===== src/rtl/counter_pkg.sv =====
// Shared types and helpers for the up/down counter.
// Optional saturating mode is selected with COUNTER_SATURATE_EN.
package counter_pkg;

    localparam int DEF_WIDTH = 4;

    typedef enum logic {
        DIR_DOWN = 1'b0,
        DIR_UP   = 1'b1
    } dir_e;

    function automatic logic [31:0] clamp_load(
        input logic [31:0] value,
        input logic [31:0] max
    );
        return (value > max) ? max : value;
    endfunction

endpackage


===== src/rtl/counter_next_state.sv =====
// Combinational next-count and wrap-event logic for the counter.
// COUNTER_SATURATE_EN turns wrap-around into hold-at-limit.
module counter_next_state
    import counter_pkg::*;
#(
    parameter int               WIDTH   = DEF_WIDTH,
    parameter logic [WIDTH-1:0] MAX_VAL = {WIDTH{1'b1}}
) (
    input  logic [WIDTH-1:0] count,
    input  logic             en,
    input  logic             load,
    input  logic             up_down,
    input  logic [WIDTH-1:0] data_in,
    output logic [WIDTH-1:0] count_nxt,
    output logic             wrap_nxt
);
    dir_e dir;
    assign dir = dir_e'(up_down);

    always_comb begin
        count_nxt = count;
        wrap_nxt  = 1'b0;
        priority case (1'b1)
            load: begin
                count_nxt = WIDTH'(clamp_load(32'(data_in), 32'(MAX_VAL)));
            end
            en && (dir == DIR_UP): begin
                if (count == MAX_VAL) begin
`ifdef COUNTER_SATURATE_EN
                    count_nxt = MAX_VAL;
`else
                    count_nxt = '0;
                    wrap_nxt  = 1'b1;
`endif
                end else begin
                    count_nxt = count + WIDTH'(1);
                end
            end
            en && (dir == DIR_DOWN): begin
                if (count == '0) begin
`ifdef COUNTER_SATURATE_EN
                    count_nxt = '0;
`else
                    count_nxt = MAX_VAL;
                    wrap_nxt  = 1'b1;
`endif
                end else begin
                    count_nxt = count - WIDTH'(1);
                end
            end
            default: ;
        endcase
    end

endmodule


===== src/rtl/counter_with_ifc.sv =====
// Up/down counter with clamped parallel load, tc and wrap pulse.
// Define COUNTER_SATURATE_EN for saturating instead of wrapping.
module counter_with_ifc
    import counter_pkg::*;
#(
    parameter int               WIDTH   = DEF_WIDTH,
    parameter logic [WIDTH-1:0] MAX_VAL = {WIDTH{1'b1}}
) (
    input  logic             clk,
    input  logic             rst,
    input  logic             en,
    input  logic             load,
    input  logic             up_down,
    input  logic [WIDTH-1:0] data_in,
    output logic [WIDTH-1:0] count,
    output logic             tc,
    output logic             wrap
);
    logic [WIDTH-1:0] count_nxt;
    logic             wrap_nxt;
    dir_e             dir;

    counter_next_state #(
        .WIDTH   (WIDTH),
        .MAX_VAL (MAX_VAL)
    ) u_next (
        .count     (count),
        .en        (en),
        .load      (load),
        .up_down   (up_down),
        .data_in   (data_in),
        .count_nxt (count_nxt),
        .wrap_nxt  (wrap_nxt)
    );

    always_ff @(posedge clk or posedge rst) begin
        if (rst) begin
            count <= '0;
            wrap  <= 1'b0;
        end else begin
            count <= count_nxt;
            wrap  <= wrap_nxt;
        end
    end

    // tc follows the current direction, not the enable
    assign dir = dir_e'(up_down);
    assign tc  = (dir == DIR_UP) ? (count == MAX_VAL) : (count == '0);

endmodule


===== config.mk =====
export PLATFORM = sky130hd
export DESIGN_NAME = counter_with_ifc
export DESIGN_NICKNAME = d
export VERILOG_FILES = /design/src/rtl/counter_pkg.sv /design/src/rtl/counter_next_state.sv /design/src/rtl/counter_with_ifc.sv
export SDC_FILE = /design/constraint.sdc
export NUM_CORES = 1
export LEC_CHECK = 0
export CAP_MARGIN = 30
export CORE_AREA = 2 2 39 41
export DETAILED_ROUTE_END_ITERATION = 10
export DIE_AREA = 0 0 41 43
export PLACE_DENSITY = 0.66
export SETUP_SLACK_MARGIN = 0.5
export SKIP_CTS_REPAIR_TIMING = 1
export SYNTH_ARGS = -nofsm -noshare
export SYNTH_HDL_FRONTEND = slang
export SYNTH_HIERARCHICAL = 1
export SYNTH_SLANG_ARGS = --single-unit

===== constraint.sdc =====
create_clock -name clk -period 3.7 [get_ports clk]
set_input_delay 0.555 -clock clk [delete_from_list [all_inputs] [get_ports clk]]
set_output_delay 0.555 -clock clk [all_outputs]
set_load 0.05 [all_outputs]

==> summary.md <==
| Metric | Value |
|---|---|
| Status | complete, no violations |
| Synth Cell Area | between 300 and 400 um^2 |
| Type of the worst min-delay path | in -> async |
| Worst slew margin relative to its limit | between 60% and 70% |
| Clock tree root buffer cell | clkbuf_4 |
| Share of the cycle needed by the critical path after routing | between 70% and 80% |
| Data required time at the worst endpoint | 3.14 ns |
| Full die area | about 0.0018 mm^2 |
| Max Buffers Root-to-Sink | 2 |
| Yosys Warn Count | 6 |
| Count of buffers inserted at the top-level ports | 14 |
| Routed wire length | about 860 um |
| Maximum capacitance violations | 0 |
| Number of levels the H-tree was split into | 1 |
| Most Crowded Layer GR | met1 |
| Layout cell share with drive strength beyond 1 | 8.06% |
| Starting density of the core | 28.7% |
| Min Clock Period, post-route | 2.80 ns |
| Die height | 43 um |
| Fill cell instance count of the final layout | about 150 |
| Number of synthesized flops with an enable pin | 0 |
| Cells after synthesis | 47 |
| Cell taking the most area after synthesis | dfrtp_1 |
| Distinct cells, synth | 25 |
| Clock transition at path regs | roughly 0.050 ns |
| Net count after synthesis | 58 |
| WP data arrival | ~2.2 ns |
| Path type of the worst setup path | in -> out |
| Rows | 14 |
| Family of cells with the greatest summed delay on the critical path | buffers and inverters |
| RSZ-0062 raised after global routing | no |
| Mean post-synth cell area | about 8.4 um^2 |
| Post-synthesis register bit count | 5 |
| Critical path, cell by cell | clkdlybuf4s50_1 -> mux2i_1 -> clkdlybuf4s50_1 |
| Final Max Tran Viols | 0 |
| Placer congestion estimate | roughly 0.67 |
| Number of diodes added for antenna fixing | 0 |
| Horiz. Die Dim | a little over 40 um |
| Endpoint kind of the worst setup timing path | output pin |
| Flop-to-flop setup slack | approximately 2.0 ns |
| Static leakage | between 0.2 and 0.25 nW |
| Critical Path Start Type | input pin |
| Detail Route Antenna Nets | 0 |
| Power density over the cells | between 400 and 500 mW/mm^2 |
| Remaining Overflow, GRT | 0 |
| Peak per-stage delay on the critical path | between 0.8 and 0.9 ns |
| Area occupied by registers | about 130 um^2 |
| Final Setup Violations | 0 |
| Register area share after synthesis | between 30% and 40% |
| Wirelength per Cell | about 11 um |
| Global-route wire length before repair | 1300 um |
| Standard cell with the maximum stage delay on the critical path | clkdlybuf4s50_1 |
| R2R Path End | count[0]$_DFF_PP0_ |
| Final hold violations | 0 |
| GRT Resource Usage Total | a little under an eighth |
| Area after detailed placement | ~540 um^2 |
| Peak supply drop | between 0.00015 and 0.0002 V |
| Area of the multi-input gates | roughly 240 um^2 |
| DR DRC count | 0 |
| Area share of the largest cell type after synthesis | about a third |
| Worst-margin pin slew | 0.500 ns |
| Largest net degree at the start of global routing | 12 |
| Met1 usage | between 10% and 20% |
| Num CTS Buffers | 3 |
| I/O pin count | 15 |
| Standard cell core area | between 0.001 and 0.0015 mm^2 |
| Antenna violations before repair | 0 |
| Via count of the first global-routing pass | ~320 |
| Vias per inst | 5.00 |
| Worst r2r src | count[0]$_DFF_PP0_ |
| Layout overhead on the synthesized area | 42.3% |
| Clock sink count | 5 |
| Reg2reg path depth | 5 |
| TritonCTS clock tree | done |
| Worst-skew pair later-pin latency | ~0.25 ns |
| Setup clock skew after layout | slightly below 0.007 ns |
| Sum of negative setup slack | 0 ns |
| Fraction of registers with async set or reset after synthesis | 100% |
| Drt initial violations | 8 |
| Main area contributors after synthesis | dfrtp_1 (32%), ha_1 (6.3%), a21oi_1 (5.0%) |
| Net count of the finished layout | 74 |
| GR met2 Demand/Resource | roughly 15% |
| Sum of buffers and inverters on the critical path | 2 |
| Prevailing post-synth register cell | dfrtp_1 |
| Fin area | 564 um^2 |
| Met3 track utilization from global routing | 1.57% |
| Maximum operating frequency | approximately 360 MHz |
| Length of the first detailed-routing pass in iterations | 4 |
| Maximum fanout along the worst path | 8 |
| Total vias in the final route | between 300 and 400 |
| Most frequent cell on the critical path | clkdlybuf4s50_1 |
| Most frequent cells after synthesis | dfrtp_1 (5), nand2_1 (5), a21oi_1 (4) |
==> how the worst max path moves through the flow <==
| stage | start | to | slack, ns | cells after the start |
|---|---|---|---|---|
| finish | up_down | tc | 0.90 | 3 |
| global route | count[0]$_DFF_PP0_ | tc | 0.84 | 3 |
| CTS | up_down | tc | 0.90 | 3 |
| detailed placement | up_down | tc | 0.90 | 3 |
| global placement | up_down | tc | 0.91 | 3 |
| floorplan | count[0]$_DFF_PP0_ | tc | 1.16 | 2 |
==> kinds of logic (layout without fill, tap and decap cells) <==
| logic type | Yosys count | count (layout) | share of synthesized area, % |
|---|---|---|---|
| flip-flops | 5 | 5 | 31.5 |
| XOR/XNOR | 2 | 2 | 4.42 |
| AO/OA/AOI/OAI | 13 | 13 | 20.2 |
| multiplexers | 3 | 3 | 7.89 |
| AND/OR/NAND/NOR | 16 | 16 | 22.1 |
| buffers and inverters | 6 | 21 | 7.57 |
| adder cells (fa/ha/maj) | 2 | 2 | 6.31 |
==> layer usage <==
layer | part of all wire (%) | wire length, um
met1 | 45 | 390
met3 | 4.2 | 36
met4 | 0 | 0
met5 | 0 | 0
met2 | 51 | 438
==> cells in the final DEF, fill, tap and decap left out, drive strengths merged, types with 2 or more instances in the layout <==
| cell type | instances |
|---|---|
| ha | 2 |
| o21ai | 3 |
| nand2 | 5 |
| clkdlybuf4s50 | 14 |
| dfrtp | 5 |
| a21oi | 4 |
| inv | 3 |
| nand3 | 2 |
| nand4 | 2 |
| a21o | 2 |
| nor2 | 2 |
| mux2i | 2 |
| clkbuf | 4 |
==> final cells by class <==
class	instances	area share (%)
Timing Repair Buffer	14	24.8
Sequential cell	5	22.2
Clock buffer	4	4.66
Inverter	3	2.00
Tap cell	16	3.55
Multi-Input combinational cell	36	42.8
==> worst reg2reg max path: cells and delay by family (launching register included) <==
kind / cells / cell delay (ns)
simple gates: 1 / 0.48
compound gates: 2 / 0.40
fa+ha+maj: 1 / 0.18
flops: 1 / 0.47
buf+inv: 1 / 0.09
==> registers in the layout, indices dropped and copies added, names as in the netlist <==
name	flops
count	4
wrap	1
==> report_power, final <==
group / switching (W) / internal (W) / leakage (nW)
sequential: 0.0000152 / 0.0000612 / 0.0625
clock: 0.0000257 / 0.0000410 / 0.0150
combinational: 0.0000499 / 0.0000394 / 0.163
==> metrics by stage <==
stage / util, % / total power [W] / hold slack (ns) / std cells / setup WS, ns
6_report: 40.8 / 0.000232 / 0.502 / 78 / 0.903
3_3_place_gp: 38.9 / 0.000166 / 0.712 / 74 / 0.907
4_1_cts: 40.8 / 0.000236 / 0.505 / 78 / 0.898
2_1_floorplan: - / 0.000136 / 0.334 / 47 / 1.16
5_1_grt: 40.8 / 0.000246 / 0.519 / 78 / 0.836
3_5_place_dp: 38.9 / 0.000166 / 0.722 / 74 / 0.900
No activity file was read; power rests on OpenSTA's default activity.
